File: config.mk
export PLATFORM = sky130hd
export DESIGN_NAME = instr_encoder
export DESIGN_NICKNAME = d
export VERILOG_FILES = /design/src/rtl/mips31_isa_pkg.sv /design/src/rtl/instr_encode_comb.sv /design/src/rtl/instr_encoder.sv
export SDC_FILE = /design/constraint.sdc
export NUM_CORES = 1
export LEC_CHECK = 0
export ABC_AREA = 1
export CAP_MARGIN = 20
export CORE_MARGIN = 10
export CORE_UTILIZATION = 51
export DETAILED_ROUTE_END_ITERATION = 16
export PLACE_DENSITY = 0.94
export SYNTH_ARGS = -nofsm -noshare
export SYNTH_HDL_FRONTEND = slang
export SYNTH_SLANG_ARGS = --single-unit
File: constraint.sdc
create_clock -name clk -period 4.65 [get_ports clk]
set_input_delay 1.1625 -clock clk [delete_from_list [all_inputs] [get_ports clk]]
set_output_delay 1.1625 -clock clk [all_outputs]
set_load 0.02 [all_outputs]
File: src/rtl/mips31_isa_pkg.sv
// Purpose: MIPS-31 ISA numbering shared by the instruction encoder and decoder
//          (op indices, primary opcodes, R-type functs) plus word-building helpers.
// Latency: n/a (constants and pure functions). Backpressure: n/a.
package mips31_isa_pkg;

  // Op indices: identical to decoder op[] bit positions.
  localparam logic [4:0] OP_ADDU    = 5'd0;
  localparam logic [4:0] OP_ADD     = 5'd1;
  localparam logic [4:0] OP_SUBU    = 5'd2;
  localparam logic [4:0] OP_SUB     = 5'd3;
  localparam logic [4:0] OP_AND     = 5'd4;
  localparam logic [4:0] OP_OR      = 5'd5;
  localparam logic [4:0] OP_XOR     = 5'd6;
  localparam logic [4:0] OP_NOR     = 5'd7;
  localparam logic [4:0] OP_SLLV    = 5'd8;
  localparam logic [4:0] OP_SRLV    = 5'd9;
  localparam logic [4:0] OP_SRAV    = 5'd10;
  localparam logic [4:0] OP_SLT     = 5'd11;
  localparam logic [4:0] OP_SLTU    = 5'd12;
  localparam logic [4:0] OP_SLL     = 5'd13;
  localparam logic [4:0] OP_SRL     = 5'd14;
  localparam logic [4:0] OP_SRA     = 5'd15;
  localparam logic [4:0] OP_ADDI    = 5'd16;
  localparam logic [4:0] OP_ADDIU   = 5'd17;
  localparam logic [4:0] OP_ANDI    = 5'd18;
  localparam logic [4:0] OP_ORI     = 5'd19;
  localparam logic [4:0] OP_XORI    = 5'd20;
  localparam logic [4:0] OP_SLTI    = 5'd21;
  localparam logic [4:0] OP_SLTIU   = 5'd22;
  localparam logic [4:0] OP_LUI     = 5'd23;
  localparam logic [4:0] OP_LW      = 5'd24;
  localparam logic [4:0] OP_SW      = 5'd25;
  localparam logic [4:0] OP_BEQ     = 5'd26;
  localparam logic [4:0] OP_BNE     = 5'd27;
  localparam logic [4:0] OP_J       = 5'd28;
  localparam logic [4:0] OP_JAL     = 5'd29;
  localparam logic [4:0] OP_JR      = 5'd30;
  localparam logic [4:0] OP_ILLEGAL = 5'd31;

  // Primary opcodes.
  localparam logic [5:0] OPC_SPECIAL = 6'h00;
  localparam logic [5:0] OPC_J       = 6'h02;
  localparam logic [5:0] OPC_JAL     = 6'h03;
  localparam logic [5:0] OPC_BEQ     = 6'h04;
  localparam logic [5:0] OPC_BNE     = 6'h05;
  localparam logic [5:0] OPC_ADDI    = 6'h08;
  localparam logic [5:0] OPC_ADDIU   = 6'h09;
  localparam logic [5:0] OPC_SLTI    = 6'h0A;
  localparam logic [5:0] OPC_SLTIU   = 6'h0B;
  localparam logic [5:0] OPC_ANDI    = 6'h0C;
  localparam logic [5:0] OPC_ORI     = 6'h0D;
  localparam logic [5:0] OPC_XORI    = 6'h0E;
  localparam logic [5:0] OPC_LUI     = 6'h0F;
  localparam logic [5:0] OPC_LW      = 6'h23;
  localparam logic [5:0] OPC_SW      = 6'h2B;

  // R-type function codes.
  localparam logic [5:0] FN_SLL  = 6'h00;
  localparam logic [5:0] FN_SRL  = 6'h02;
  localparam logic [5:0] FN_SRA  = 6'h03;
  localparam logic [5:0] FN_SLLV = 6'h04;
  localparam logic [5:0] FN_SRLV = 6'h06;
  localparam logic [5:0] FN_SRAV = 6'h07;
  localparam logic [5:0] FN_JR   = 6'h08;
  localparam logic [5:0] FN_ADD  = 6'h20;
  localparam logic [5:0] FN_ADDU = 6'h21;
  localparam logic [5:0] FN_SUB  = 6'h22;
  localparam logic [5:0] FN_SUBU = 6'h23;
  localparam logic [5:0] FN_AND  = 6'h24;
  localparam logic [5:0] FN_OR   = 6'h25;
  localparam logic [5:0] FN_XOR  = 6'h26;
  localparam logic [5:0] FN_NOR  = 6'h27;
  localparam logic [5:0] FN_SLT  = 6'h2A;
  localparam logic [5:0] FN_SLTU = 6'h2B;

  typedef enum logic [1:0] {
    ENC_IDLE  = 2'd0,
    ENC_RUN   = 2'd1,
    ENC_DRAIN = 2'd2,
    ENC_DONE  = 2'd3
  } enc_state_t;

  function automatic logic [31:0] r_word(input logic [4:0] rs, input logic [4:0] rt,
                                         input logic [4:0] rd, input logic [4:0] shamt,
                                         input logic [5:0] funct);
    return {OPC_SPECIAL, rs, rt, rd, shamt, funct};
  endfunction

  function automatic logic [31:0] i_word(input logic [5:0] opc, input logic [4:0] rs,
                                         input logic [4:0] rt, input logic [15:0] imm);
    return {opc, rs, rt, imm};
  endfunction

  function automatic logic [31:0] j_word(input logic [5:0] opc, input logic [25:0] target);
    return {opc, target};
  endfunction

endpackage

File: src/rtl/instr_encode_comb.sv
// Purpose: pure combinational op index + operand fields -> 32-bit MIPS-31 word.
// Latency: 0 cycles. Backpressure: none (no state).
// Ports: op/rs/rt/rd/shamt/imm/target in; word out (0 when illegal), illegal out (op 31).
module instr_encode_comb
  import mips31_isa_pkg::*;
(
  input  logic [4:0]  op,
  input  logic [4:0]  rs,
  input  logic [4:0]  rt,
  input  logic [4:0]  rd,
  input  logic [4:0]  shamt,
  input  logic [15:0] imm,
  input  logic [25:0] target,
  output logic [31:0] word,
  output logic        illegal
);

  // Fields an op does not use are passed as zero so stray operand bits never leak.
  always_comb begin
    word    = '0;
    illegal = 1'b0;
    case (op)
      OP_ADDU:  word = r_word(rs, rt, rd, 5'd0, FN_ADDU);
      OP_ADD:   word = r_word(rs, rt, rd, 5'd0, FN_ADD);
      OP_SUBU:  word = r_word(rs, rt, rd, 5'd0, FN_SUBU);
      OP_SUB:   word = r_word(rs, rt, rd, 5'd0, FN_SUB);
      OP_AND:   word = r_word(rs, rt, rd, 5'd0, FN_AND);
      OP_OR:    word = r_word(rs, rt, rd, 5'd0, FN_OR);
      OP_XOR:   word = r_word(rs, rt, rd, 5'd0, FN_XOR);
      OP_NOR:   word = r_word(rs, rt, rd, 5'd0, FN_NOR);
      OP_SLLV:  word = r_word(rs, rt, rd, 5'd0, FN_SLLV);
      OP_SRLV:  word = r_word(rs, rt, rd, 5'd0, FN_SRLV);
      OP_SRAV:  word = r_word(rs, rt, rd, 5'd0, FN_SRAV);
      OP_SLT:   word = r_word(rs, rt, rd, 5'd0, FN_SLT);
      OP_SLTU:  word = r_word(rs, rt, rd, 5'd0, FN_SLTU);
      OP_SLL:   word = r_word(5'd0, rt, rd, shamt, FN_SLL);
      OP_SRL:   word = r_word(5'd0, rt, rd, shamt, FN_SRL);
      OP_SRA:   word = r_word(5'd0, rt, rd, shamt, FN_SRA);
      OP_JR:    word = r_word(rs, 5'd0, 5'd0, 5'd0, FN_JR);
      OP_ADDI:  word = i_word(OPC_ADDI, rs, rt, imm);
      OP_ADDIU: word = i_word(OPC_ADDIU, rs, rt, imm);
      OP_ANDI:  word = i_word(OPC_ANDI, rs, rt, imm);
      OP_ORI:   word = i_word(OPC_ORI, rs, rt, imm);
      OP_XORI:  word = i_word(OPC_XORI, rs, rt, imm);
      OP_SLTI:  word = i_word(OPC_SLTI, rs, rt, imm);
      OP_SLTIU: word = i_word(OPC_SLTIU, rs, rt, imm);
      OP_LUI:   word = i_word(OPC_LUI, 5'd0, rt, imm);
      OP_LW:    word = i_word(OPC_LW, rs, rt, imm);
      OP_SW:    word = i_word(OPC_SW, rs, rt, imm);
      OP_BEQ:   word = i_word(OPC_BEQ, rs, rt, imm);
      OP_BNE:   word = i_word(OPC_BNE, rs, rt, imm);
      OP_J:     word = j_word(OPC_J, target);
      OP_JAL:   word = j_word(OPC_JAL, target);
      default:  illegal = 1'b1;
    endcase
  end

endmodule

File: src/rtl/instr_encoder.sv
// Purpose: streams encoded MIPS-31 words with sequential IMEM byte addresses to the loader.
// Latency: 1 cycle from input accept to out_valid; 1 word/cycle with out_ready held high.
// Backpressure: in_ready = ~out_valid | out_ready in RUN; output regs hold while stalled.
// Ports: clk, rst_n; start/base_addr begin a batch; in_* valid/ready field stream with in_last;
//        out_* valid/ready word stream with address and last flag; busy, done pulse,
//        sticky err_illegal, word_cnt of words emitted this batch.
module instr_encoder
  import mips31_isa_pkg::*;
#(
  parameter int ADDR_W    = 32,
  parameter int ADDR_STEP = 4,
  parameter int CNT_W     = 16
) (
  input  logic              clk,
  input  logic              rst_n,
  input  logic              start,
  input  logic [ADDR_W-1:0] base_addr,
  input  logic              in_valid,
  output logic              in_ready,
  input  logic [4:0]        in_op,
  input  logic [4:0]        in_rs,
  input  logic [4:0]        in_rt,
  input  logic [4:0]        in_rd,
  input  logic [4:0]        in_shamt,
  input  logic [15:0]       in_imm,
  input  logic [25:0]       in_target,
  input  logic              in_last,
  output logic              out_valid,
  input  logic              out_ready,
  output logic [31:0]       out_instr,
  output logic [ADDR_W-1:0] out_addr,
  output logic              out_last,
  output logic              busy,
  output logic              done,
  output logic              err_illegal,
  output logic [CNT_W-1:0]  word_cnt
);

  enc_state_t        state_q, state_d;
  logic [ADDR_W-1:0] addr_cnt_q, addr_cnt_d;
  logic [CNT_W-1:0]  word_cnt_q, word_cnt_d;
  logic              out_valid_q, out_valid_d;
  logic [31:0]       out_instr_q, out_instr_d;
  logic [ADDR_W-1:0] out_addr_q, out_addr_d;
  logic              out_last_q, out_last_d;
  logic              err_illegal_q, err_illegal_d;

  logic [31:0] enc_word;
  logic        enc_illegal;
  logic        in_acc;
  logic        out_hs;

  instr_encode_comb u_encode (
    .op      (in_op),
    .rs      (in_rs),
    .rt      (in_rt),
    .rd      (in_rd),
    .shamt   (in_shamt),
    .imm     (in_imm),
    .target  (in_target),
    .word    (enc_word),
    .illegal (enc_illegal)
  );

  assign out_hs   = out_valid_q & out_ready;
  assign in_ready = (state_q == ENC_RUN) & (~out_valid_q | out_ready);
  assign in_acc   = in_valid & in_ready;

  always_comb begin
    state_d       = state_q;
    err_illegal_d = err_illegal_q;
    out_valid_d   = out_valid_q;
    out_instr_d   = out_instr_q;
    out_addr_d    = out_addr_q;
    out_last_d    = out_last_q;

    // addr_cnt tracks the address of the oldest word not yet handed off,
    // so it advances only when the sink takes a word.
    addr_cnt_d = out_hs ? addr_cnt_q + ADDR_W'(ADDR_STEP) : addr_cnt_q;
    word_cnt_d = out_hs ? word_cnt_q + CNT_W'(1) : word_cnt_q;

    if (out_hs) begin
      out_valid_d = 1'b0;
    end
    if (in_acc) begin
      if (enc_illegal) begin
        err_illegal_d = 1'b1;
      end else begin
        // Using the post-handshake counter keeps back-to-back words sequential.
        out_valid_d = 1'b1;
        out_instr_d = enc_word;
        out_addr_d  = addr_cnt_d;
        out_last_d  = in_last;
      end
    end

    case (state_q)
      ENC_IDLE: begin
        if (start) begin
          state_d       = ENC_RUN;
          addr_cnt_d    = base_addr;
          word_cnt_d    = '0;
          err_illegal_d = 1'b0;
        end
      end
      ENC_RUN: begin
        if (in_acc && in_last) begin
          state_d = ENC_DRAIN;
        end
      end
      ENC_DRAIN: begin
        if (!out_valid_q || out_hs) begin
          state_d = ENC_DONE;
        end
      end
      ENC_DONE: begin
        state_d = ENC_IDLE;
      end
      default: begin
        state_d = ENC_IDLE;
      end
    endcase
  end

  always_ff @(posedge clk or negedge rst_n) begin
    if (!rst_n) begin
      state_q       <= ENC_IDLE;
      addr_cnt_q    <= '0;
      word_cnt_q    <= '0;
      out_valid_q   <= 1'b0;
      out_instr_q   <= '0;
      out_addr_q    <= '0;
      out_last_q    <= 1'b0;
      err_illegal_q <= 1'b0;
    end else begin
      state_q       <= state_d;
      addr_cnt_q    <= addr_cnt_d;
      word_cnt_q    <= word_cnt_d;
      out_valid_q   <= out_valid_d;
      out_instr_q   <= out_instr_d;
      out_addr_q    <= out_addr_d;
      out_last_q    <= out_last_d;
      err_illegal_q <= err_illegal_d;
    end
  end

  assign out_valid   = out_valid_q;
  assign out_instr   = out_instr_q;
  assign out_addr    = out_addr_q;
  assign out_last    = out_last_q;
  assign busy        = (state_q != ENC_IDLE);
  assign done        = (state_q == ENC_DONE);
  assign err_illegal = err_illegal_q;
  assign word_cnt    = word_cnt_q;

endmodule

==> flow_metrics.env, run 1 <==
export IMPL_synth_cells=843
export IMPL_grt_pass1_wl_mm=31.0
export IMPL_design_die_area_um2=17100
export IMPL_ys_ff_latch=116
export IMPL_seqCellArea_um2=2900
export IMPL_syn_avg_cell_area_um2=7.40
export IMPL_rsz0062_at_grt="no"
export IMPL_startpoint="out_ready"
export IMPL_clkLatencyLatePin_ps=410
export IMPL_grt_max_degree=80
export IMPL_gp_congestion=0.928
export IMPL_status="complete, no violations"
export IMPL_path_class="in2out"
export IMPL_drc=0
export IMPL_power_density_nw_per_um2=579
export IMPL_vias=6263
export IMPL_rows=40
export IMPL_min_path_cells=1
export IMPL_grt_pass1_vias=6287
export IMPL_core_um2=12000
export IMPL_max_freq_mhz=263
export IMPL_yosysMostFrequentCell="nand2_1"
export IMPL_min_period_ps=3800
export IMPL_drt_pre_antenna_iters=5
export IMPL_synthTopCellsByArea="dfrtp_1 47%, nand2_1 22%, nor2_1 4.5%"
export IMPL_multi_input_area_um2=2930
export IMPL_synth_distinct_cells=38
export IMPL_fin_cells=1185
export IMPL_critPathLaunchType="primary input"
export IMPL_tns_ps=0
export IMPL_grt_ovfl_total=0
export IMPL_dr_first_iter_drc_count=655
export IMPL_r2r_start="state_q[1]"
export IMPL_start_util_pct=51.9
export IMPL_hp_class="reg2reg"
export IMPL_ios=191
export IMPL_postCtsSetupBuffers=0
export IMPL_synthFlopType="dfrtp_1"
export IMPL_synth_top_cell_by_area="dfrtp_1"
export IMPL_layout_drive_gt1_share_pct=5.49
export IMPL_htreeDepth=4
export IMPL_place_hpwl_mm=14.1
export IMPL_grt_use_total_pct=22.9
export IMPL_clockRootBuffer="clkbuf_16"
export IMPL_placed_cells=1152
export IMPL_holdBufCountCts=0
export IMPL_hold_viol_final=0
export IMPL_cts_buffer_depth=2
export IMPL_setup_viol=0
export IMPL_clock_sinks=116
export IMPL_synth_nets=954
export IMPL_synth_common_cells="373 x nand2_1, 116 x dfrtp_1, 74 x nor2_1"
export IMPL_diodes=0
export IMPL_cp_data_arrival_time_ps=2630
export IMPL_crit_fanout=3
export IMPL_die_x_um=131
export IMPL_relSlewSlack_pct=49.0
export IMPL_drv_slew=0
export IMPL_synth_cell_area_um2=6240
export IMPL_power_leakage_uw=0.00426
export IMPL_cts_tree="built"
export IMPL_worst_pin_slew_ps=763
export IMPL_cp_required_ps=3490
export IMPL_reg2reg_depth=8
export IMPL_final_antenna_net_count=0
export IMPL_fill_cells=877
export IMPL_seq_area_frac_synth_pct=46.5
export IMPL_ir_drop_mv=0.355
export IMPL_wl_per_cell_um=16.3
export IMPL_cp_end_kind="output pin"
export IMPL_die_h_um=131
export IMPL_synth_top_area_share_pct=46.5
export IMPL_yosysWarnings=0
export IMPL_avgViaCountPerCell=5.29
export IMPL_io_buffers=189
export IMPL_routed_wl_mm=19.4
export IMPL_cts_made_buffers=17
export IMPL_period_share_pct=81.6
export IMPL_area_growth_pct=40.4
export IMPL_synthArstFlopShare_pct=100
export IMPL_ctsResizeCount=0
export IMPL_synth_edff_count=0
export IMPL_hold_start="out_instr[20]"
export IMPL_cap_violations=0
export IMPL_nets=1136
export IMPL_path_clk_slew_ps=50
export IMPL_fin_skew_ps=8.24
export IMPL_antenna_found_initial=0
## critical path, stage by stage
cell             delay [ps]
clkdlybuf4s50_1         510
inv_1                    50
nand2_1                 140
inv_1                    70
nor2_1                   90
clkdlybuf4s50_1         610
## final timing paths
path	slack (ps)	endpoint
setup / recovery	850	in_ready
hold / removal	470	out_instr[20]
setup reg to reg	2300	out_instr[3]
hold reg to reg	470	out_instr[20]
max in group asynchronous	3190	out_addr[29]
min in group asynchronous	570	out_addr[9]
## routing by layer
| layer | GRT usage [%] | vias to the layer above | share of wire (%) |
|---|---|---|---|
| met1 | 26.4 | 2943 | 39 |
| li1 | - | 3025 | - |
| met5 | 0 | - | 0 |
| met4 | 10.1 | 0 | 2.3 |
| met3 | 6.08 | 37 | 7.6 |
| met2 | 39.1 | 258 | 51 |
## cell type report
class / instances / share of cell area [%]
multi-input cells: 642 / 33.4
inverters: 53 / 2.27
clock buffers: 23 / 5.57
flip-flops and latches: 116 / 33.1
well taps: 147 / 2.10
repair buffers: 195 / 22.3
clock inverters: 9 / 1.16
## where the power goes
part           switching [uW]  total, uW  internal [uW]
combinational            1160       2050            888
clock                     456       1300            841
sequential                310       1730           1420
total                    1930       5070           3140
## state kept, by name, indices dropped and copies added (netlist names)
signal       cells
word_cnt        16
err_illegal      1
addr_cnt_q      32
out_addr        32
out_last         1
out_valid        1
out_instr       31
state_q          2
## logic make-up (layout without fill, tap and decap cells)
logic type / count (synthesis) / after routing / synth area share, %
xor+xnor: 20 / 20 / 2.81
fa+ha+maj: 6 / 6 / 1.20
compound gates: 82 / 82 / 7.66
flops: 116 / 116 / 46.5
simple gates: 533 / 533 / 35.2
buf+inv: 85 / 280 / 6.52
other cells: 1 / 1 / 0.0601
## cells in the final DEF (no fill, tap or decap), types with 2 or more instances in the layout
master / instances
xnor2_1: 8
o21ai_0: 34
nand3b_1: 4
xor2_1: 12
nor3_1: 13
nand3_1: 37
nand3_2: 2
a21oi_1: 15
a21o_1: 15
nand2_2: 4
nor2_1: 74
nor2_2: 2
clkinv_2: 5
nand2_1: 373
nand4_1: 13
clkbuf_8: 4
clkbuf_16: 17
clkbuf_1: 2
ha_1: 6
buf_4: 6
inv_1: 49
or2_2: 3
bufinv_16: 2
inv_2: 3
a31oi_1: 12
clkdlybuf4s50_1: 188
a211oi_1: 2
nor2_4: 3
dfrtp_1: 116
## per-stage QoR
stage          utilization [%]  setup WS, ps  area (um^2)  power (uW)  hold WS (ps)
2_1_floorplan                -          1890         6240        2830           442
3_3_place_gp              67.8           773         8140        3700           452
3_5_place_dp              67.8           617         8140        3770           465
4_1_cts                   72.7           842         8730        5090           478
5_1_grt                   72.9           714         8760        5380           489
6_report                  72.9           855         8760        5070           474
No activity file was read; power rests on OpenSTA's default activity.
==> run 2, diff against run 1 <==
- CORE_UTILIZATION: 51 -> 43
- PLACE_DENSITY: 0.94 -> 0.85
- clock period: 4.65 -> 3.28 ns (I/O delays scaled with it)
==> run 2 against run 1 <==
  * Die area up 16%
  * Setup slack lost 780 ps
  * Non-clock buffer count grew 3
  * Design area up 2.0%
  * Critical path type unchanged
  * Largest cell class unchanged
  * Highest routed layer unchanged
==> flow_metrics.env, run 2 (synthesis gave the netlist of run 1 again) <==
export IMPL_holdBufCountCts=0
export IMPL_worst_pin_slew_ps=780
export IMPL_place_hpwl_mm=13.9
export IMPL_drv_slew=0
export IMPL_min_period_ps=3210
export IMPL_die_x_um=140
export IMPL_power_density_nw_per_um2=837
export IMPL_htreeDepth=4
export IMPL_crit_fanout=3
export IMPL_path_clk_slew_ps=50
export IMPL_fin_util_pct=63.6
export IMPL_layout_drive_gt1_share_pct=5.76
export IMPL_ir_drop_mv=0.502
export IMPL_postCtsSetupBuffers=0
export IMPL_nets=1139
export IMPL_io_buffers=189
export IMPL_design_die_area_um2=19700
export IMPL_clock_sinks=116
export IMPL_grt_ovfl_total=0
export IMPL_start_util_pct=44.4
export IMPL_cts_tree="built"
export IMPL_finalWorstSetupSlack_ps=73.5
export IMPL_diodes=0
export IMPL_antenna_found_initial=0
export IMPL_final_antenna_net_count=0
export IMPL_tns_ps=0
export IMPL_cp_required_ps=2460
export IMPL_cp_data_arrival_time_ps=2390
export IMPL_rsz0062_at_grt="no"
export IMPL_routed_wl_mm=19.0
export IMPL_critPathLaunchType="primary input"
export IMPL_avgViaCountPerCell=4.94
export IMPL_fin_skew_ps=15.7
export IMPL_max_freq_mhz=312
export IMPL_mostFrequentLayoutCells="373 x nand2_1, 188 x clkdlybuf4s50_1, 116 x dfrtp_1"
export IMPL_vias=6026
export IMPL_cap_violations=0
export IMPL_period_share_pct=97.8
export IMPL_clockRootBuffer="clkbuf_16"
export IMPL_drt_pre_antenna_iters=5
export IMPL_drc=0
export IMPL_cts_buffer_depth=2
export IMPL_status="complete, no violations"
export IMPL_grt_pass1_vias=6016
export IMPL_ios=191
export IMPL_place_ws_ps=101
export IMPL_area_growth_pct=43.2
export IMPL_fin_cells=1221
export IMPL_gp_congestion=0.881
export IMPL_core_um2=14000
export IMPL_layout_commonest_cell="nand2_1"
export IMPL_power_total_uw=7480
export IMPL_relSlewSlack_pct=48.0
export IMPL_rows=43
export IMPL_power_leakage_uw=0.00431
export IMPL_setup_viol=0
export IMPL_path_class="in2out"
export IMPL_cp_end_kind="output pin"
export IMPL_placed_cells=1189
export IMPL_grt_use_total_pct=19.2
export IMPL_cts_made_buffers=17
export IMPL_hp_class="reg2reg"
export IMPL_dr_first_iter_drc_count=403
export IMPL_clkLatencyLatePin_ps=420
export IMPL_grt_pass1_wl_mm=31.1
export IMPL_hold_viol_final=0
export IMPL_wl_per_cell_um=15.6
export IMPL_ctsResizeCount=0
export IMPL_die_h_um=140
export IMPL_grt_max_degree=60
run 2: changes by cell type in the layout (fill, tap and decap cells not counted):
cell / delta
inv_6: +1
bufinv_16: +4
clkinvlp_4: +1
clkinv_4: +1
clkinv_2: -4
buf_12: +4
clkbuf_8: -3
buf_16: -1
run 2: final timing paths:
| check | slack, ps | startpoint | to | cells past startpoint |
|---|---|---|---|---|
| worst max-delay path | 70 | out_ready | in_ready | 6 |
| worst min-delay path | 470 | addr_cnt_q[0] | out_addr[0] | 2 |
| worst max register to register | 1290 | addr_cnt_q[2] | out_addr[28] | 8 |
| worst min register to register | 470 | addr_cnt_q[0] | out_addr[0] | 2 |
| max in group asynchronous | 2080 | rst_n | out_addr[10] | 2 |
| min in group asynchronous | 480 | rst_n | out_instr[24] | 1 |
run 2: cell type report:
| type | count | area, um^2 |
|---|---|---|
| Timing Repair Buffer | 198 | 2010 |
| Fill cell | 1163 | 5110 |
| Sequential cell | 116 | 2900 |
| Clock inverter | 12 | 226 |
| Multi-Input combinational cell | 642 | 2930 |
| Clock buffer | 20 | 447 |
| Tap cell | 180 | 225 |
| Inverter | 53 | 199 |
run 2: layer usage:
metal	wire, um	vias up	global-route usage [%]
met5	0	-	0
li1	-	3038	-
met4	304	0	5.98
met3	1180	23	5.61
met2	9460	174	32.3
met1	8040	2791	23.1
run 2: through the flow:
stage / hold slack, ps / cell area (um^2)
floorplan: 442 / 6240
global placement: 453 / 8260
detailed placement: 463 / 8260
CTS: 475 / 8930
global route: 488 / 8930
finish: 471 / 8930
run 2: worst max-delay path: stages:
cell and delay (ps):
clkdlybuf4s50_1 530, inv_1 50, nand2_1 140, inv_1 70, nor2_1 130, clkdlybuf4s50_1 640
run 2: where the power goes:
group	leakage (uW)	switching [uW]	internal [uW]
clock network	0.000321	683	1450
registers	0.00149	420	2010
logic	0.00250	1640	1290
total	0.00431	2740	4740
==> run 3, diff against run 2 <==
- CORE_ASPECT_RATIO: unset -> 1.2
==> run 3 against run 2 <==
  * Total power down 0.17%
  * Sequential cell count unchanged
  * Register-to-register slack better by 40 ps
  * Critical path type unchanged
  * Largest cell class unchanged
  * Largest power group unchanged
  * Highest routed layer unchanged
==> flow_metrics.env, run 3 (synthesis gave the netlist of run 1 again) <==
export IMPL_cts_made_buffers=17
export IMPL_power_leakage_uw=0.00433
export IMPL_pwr_share_clk_pct=28.5
export IMPL_power_total_uw=7460
export IMPL_die_h_um=152
export IMPL_drt_pre_antenna_iters=5
export IMPL_rsz0062_at_grt="no"
export IMPL_design_area_um2=8930
export IMPL_grt_use_total_pct=19.3
export IMPL_design_die_area_um2=19700
export IMPL_tns_ps=0
export IMPL_max_freq_mhz=314
export IMPL_start_util_pct=43.6
export IMPL_status="complete, no violations"
export IMPL_cts_buffer_depth=2
export IMPL_postCtsSetupBuffers=0
export IMPL_die_x_um=130
export IMPL_cts_tree="built"
export IMPL_hold_viol_final=0
export IMPL_p_seq_share_pct=32.6
export IMPL_routed_wl_mm=18.8
export IMPL_area_growth_pct=43.1
export IMPL_clock_sinks=116
export IMPL_ir_drop_mv=0.420
export IMPL_cp_end_kind="output pin"
export IMPL_layout_commonest_cell="nand2_1"
export IMPL_hold_ws_ps=438
export IMPL_fin_util_pct=62.5
export IMPL_drc=0
export IMPL_fill_cells=1222
export IMPL_ios=191
export IMPL_switchingPower_uw=2700
export IMPL_wl_per_cell_um=15.4
export IMPL_period_share_pct=97.2
export IMPL_critPathLaunchType="primary input"
export IMPL_r2r_start="addr_cnt_q[2]"
export IMPL_rr_endpoint="addr_cnt_q[28]"
export IMPL_cp_data_arrival_time_ps=2370
export IMPL_path_class="in2out"
export IMPL_layout_drive_gt1_share_pct=6.03
export IMPL_cp_required_ps=2460
export IMPL_critPathMaxStageDelay_ps=650
export IMPL_dr_first_iter_drc_count=410
export IMPL_combPwrFrac_pct=38.9
export IMPL_fin_skew_ps=7.28
export IMPL_path_cells="clkdlybuf4s50_1 > inv_1 > nand2_1 > inv_1 > nor2_1 > clkdlybuf4s50_1"
export IMPL_clkLatencyLatePin_ps=420
export IMPL_regToRegSetupSlack_ps=1330
export IMPL_relSlewSlack_pct=53.9
export IMPL_setup_viol=0
export IMPL_worst_path_buf_inv=4
export IMPL_worst_path_max_delay_cell="clkdlybuf4s50_1"
export IMPL_intPower_uw=4770
export IMPL_place_area_um2=8250
export IMPL_mostFrequentLayoutCells="373 x nand2_1, 188 x clkdlybuf4s50_1, 116 x dfrtp_1"
export IMPL_antenna_found_initial=0
export IMPL_rows=48
export IMPL_final_antenna_net_count=0
export IMPL_nets=1142
export IMPL_grt_pass1_wl_mm=30.1
export IMPL_hp_class="in2async"
export IMPL_grt_max_degree=52
export IMPL_reg2reg_depth=8
export IMPL_crit_fanout=3
export IMPL_swShare_pct=36.1
export IMPL_clockRootBuffer="clkbuf_16"
export IMPL_htreeDepth=4
export IMPL_io_buffers=189
export IMPL_power_density_nw_per_um2=836
export IMPL_core_um2=14300
export IMPL_vias=6113
export IMPL_grt_pass1_vias=6295
export IMPL_grt_ovfl_total=0
export IMPL_worst_pin_slew_ps=691
export IMPL_path_delay_family="buffers and inverters"
export IMPL_gp_congestion=0.874
export IMPL_place_hpwl_mm=14.1
export IMPL_drv_slew=0
export IMPL_holdBufCountCts=0
export IMPL_diodes=0
export IMPL_min_period_ps=3190
export IMPL_path_clk_slew_ps=50
export IMPL_avgViaCountPerCell=5.01
export IMPL_ctsResizeCount=0
export IMPL_cap_violations=0
## run 3: cell count changes in the layout (fill, tap and decap cells not counted), sizes merged
cell	before	now
clkinvlp	2	0
inv	53	52
clkbuf	20	22
clkinv	4	5
buf	10	13
## run 3: power by group through the flow
stage | Combinational, uW | Sequential [uW] | Clock [uW]
2_1_floorplan | 1190 | 2830 | 0
3_3_place_gp | 2860 | 2430 | 0
3_5_place_dp | 2920 | 2440 | 0
4_1_cts | 2940 | 2440 | 2150
5_1_grt | 3200 | 2510 | 2210
6_report | 2900 | 2440 | 2130
## run 3: worst max path at each step
stage | endpoint | cells after the start | slack, ps | start
3_3_place_gp | in_ready | 6 | 60 | out_ready
4_1_cts | in_ready | 6 | 90 | out_ready
5_1_grt | in_ready | 6 | 10 | out_ready
2_1_floorplan | in_ready | 4 | 1210 | out_ready
3_5_place_dp | in_ready | 6 | 110 | out_ready
6_report | in_ready | 6 | 90 | out_ready
## run 3: worst reg2reg max path, delay by kind of cell (launching register included)
| kind | cells | cell delay, ps |
|---|---|---|
| adder cells (fa/ha/maj) | 1 | 200 |
| AND/OR/NAND/NOR | 7 | 1250 |
| flip-flops | 1 | 400 |
## run 3: layer usage
metal | up-vias | global-route usage, % | part of all wire (%)
li1 | 3040 | - | -
met1 | 2760 | 18.9 | 37
met2 | 244 | 33.0 | 49
met3 | 69 | 8.56 | 9.6
met4 | 0 | 10.7 | 4.7
met5 | - | 0 | 0
## run 3: cell type report
| type | count | area, um^2 | share of cell area [%] |
|---|---|---|---|
| clock buffer | 22 | 474 | 5.31 |
| clock inverter | 10 | 200 | 2.24 |
| inverter | 53 | 199 | 2.23 |
| multi-input combinational | 642 | 2930 | 32.8 |
| sequential | 116 | 2900 | 32.5 |
| tap | 175 | 219 | 2.45 |
| timing repair buffer | 201 | 2000 | 22.5 |
## run 3: metrics by stage
| step | std cells | setup WS [ps] |
|---|---|---|
| 2_1_floorplan | 843 | 1210 |
| 3_3_place_gp | 1187 | 63.0 |
| 3_5_place_dp | 1187 | 107 |
| 4_1_cts | 1219 | 90.4 |
| 5_1_grt | 1219 | 11.0 |
| 6_report | 1219 | 92.7 |
==> edit, RTL diff (settings of run 2) <==
Encoding of `enc_state_t`: now one-hot (4 bits for 4 states).
--- a/src/rtl/mips31_isa_pkg.sv
+++ b/src/rtl/mips31_isa_pkg.sv
@@ -74,9 +74,9 @@
   localparam logic [5:0] FN_SLTU = 6'h2B;
 
-  typedef enum logic [1:0] {
-    ENC_IDLE  = 2'd0,
-    ENC_RUN   = 2'd1,
-    ENC_DRAIN = 2'd2,
-    ENC_DONE  = 2'd3
+  typedef enum logic [3:0] {
+    ENC_IDLE  = 4'b0001,
+    ENC_RUN   = 4'b0010,
+    ENC_DRAIN = 4'b0100,
+    ENC_DONE  = 4'b1000
   } enc_state_t;
 
Behaviour: same outputs for any inputs over 4 cycles, from zero or initial values and one cycle with rst_n low; so few cycles prove little.
==> edit against run 2 <==
Total power is 1.7% lower; critical path type unchanged; synthesized area is 1.6% higher; wire length is 2.7% higher; highest routed layer unchanged; final area is 0.60% higher; worst setup slack better by 0.22 ns; fmax is 7.4% higher; global-route usage is 0.23 points higher; sequential cell count is 2 higher; largest cell class is now sequential cells.
==> edit: results (changes against run 2) <==
uppermost routed layer=met4; CP top delay family=buffers and inverters; initial antenna violation count=0 (unchanged); placed instance count=1244 (+4.6%); Cell variety after synth=35 (-7.9%); Arrival @ worst endpoint=2.17 ns (-0.22 ns); Avg Cell Area, Syn=7.10 sq um (-4.1%); DP Worst Slack=0.325 ns (+0.225 ns); routing usage on met2=32.4% (+0.095 points); layout cell share with drive strength beyond 1=5.86% (+0.097 points); routed wl met3=1130 microns (-4.6%); 1st-iter DRT viols=368 (-8.7%); First-pass DRT Iterations=5 (unchanged); Async S/R FF share, synth=100% (unchanged); post-DR vias/cell=4.91 (-0.61%); register area share after synthesis=46.6% (+0.074 points); status=finished clean; Worst-Margin Slew=0.724 ns (-0.0553 ns); port bufs=189 (unchanged); Syn Nets=1000 (+4.8%); synth top area cells=dfrtp_1, nand2_1, nand3_1, nor2_1, inv_1; met2 wire length=9620 microns (+1.7%); CTS HTree Levels=4 (unchanged); max-cap viol count=0 (unchanged); Hold Crit Class=input port to asynchronous set/reset pin; vias=6259 (+3.9%); global-route wire length before repair=31500 microns (+1.3%); WL met1=8490 microns (+5.6%); synth cell count leaders=nand2_1, dfrtp_1, nor2_1; fill count=1309 (+13%); Post-DP HPWL=14600 microns (+5.3%); Reg clk slew, reported paths=0.05 ns (about the same); wire length per cell=15.3 microns (-1.7%); CTS Buf Count=17 (unchanged); worst reg-to-reg path cell count=7 (-1); Max IR drop VDD=0.489 mV (-2.7%); clk_lat worst skew=0.41 ns; gr usage total=19.5% (+0.23 points); total of warnings raised by yosys=0 (unchanged); GP Congestion=0.872 (-1.0%); grt met1 use=24.2% (+1.0 points); vias in the first global route=6157 (+2.3%); instance area at placement=8350 sq um (+1.1%); clk_skew=0.00744 ns (-0.00831 ns); met3 Track Usage GR=4.81% (-0.81 points); leakage=4.38 nW (+1.4%); Setup Fix Bufs, Post-CTS=0 (unchanged); pin count of the biggest net entering global routing=52 (-13%)
-- edit: changes by cell type in the layout (fill, tap and decap cells not counted), moves of 9 or more --
cell | before | now
a31oi_1 | 12 | 2
o21ai_0 | 34 | 24
nand2_1 | 373 | 432
o21ai_1 | 0 | 9
nand3_1 | 37 | 61
a21o_1 | 15 | 0
-- edit: kinds of logic (layout without fill, tap and decap cells) --
kind of cell,after synthesis,in the layout,share of synthesized area [%]
fa+ha+maj,2,2,0.395
other cells,1,1,0.0592
buf+inv,100,299,7.38
xor+xnor,15,15,2.07
compound gates,57,57,4.90
simple gates,600,600,38.6
flops,118,118,46.6
-- edit: where the power goes --
group / switching (mW) / leakage, nW / total [mW] / internal, mW
logic: 1.63 / 2.54 / 2.86 / 1.23
registers: 0.421 / 1.52 / 2.47 / 2.04
clock network: 0.643 / 0.318 / 2.02 / 1.38
total: 2.69 / 4.38 / 7.35 / 4.66
-- edit: path summary, 6_finish.rpt --
kind,startpoint,end,slack (ns)
worst max register to register,state_q[0]$_DFFE_PN1P_,addr_cnt_q[3]$_DFF_PN0_,1.02
min in group clk,out_instr[15]$_DFFE_PN0P_,out_instr[15]$_DFFE_PN0P_,0.47
worst min-delay path,rst_n,out_instr[5]$_DFFE_PN0P_,0.45
worst min register to register,out_instr[15]$_DFFE_PN0P_,out_instr[15]$_DFFE_PN0P_,0.47
worst max-delay path,out_ready,in_ready,0.29
max in group asynchronous,rst_n,state_q[0]$_DFFE_PN1P_,1.99
-- edit: final cells by class --
class,instances,area [sq um],area share [%]
Tap cell,184,230,2.56
Clock inverter,10,175,1.95
Multi-Input combinational cell,675,2920,32.4
Inverter,67,253,2.81
Timing Repair Buffer,200,2000,22.2
Clock buffer,22,464,5.16
Sequential cell,118,2950,32.9
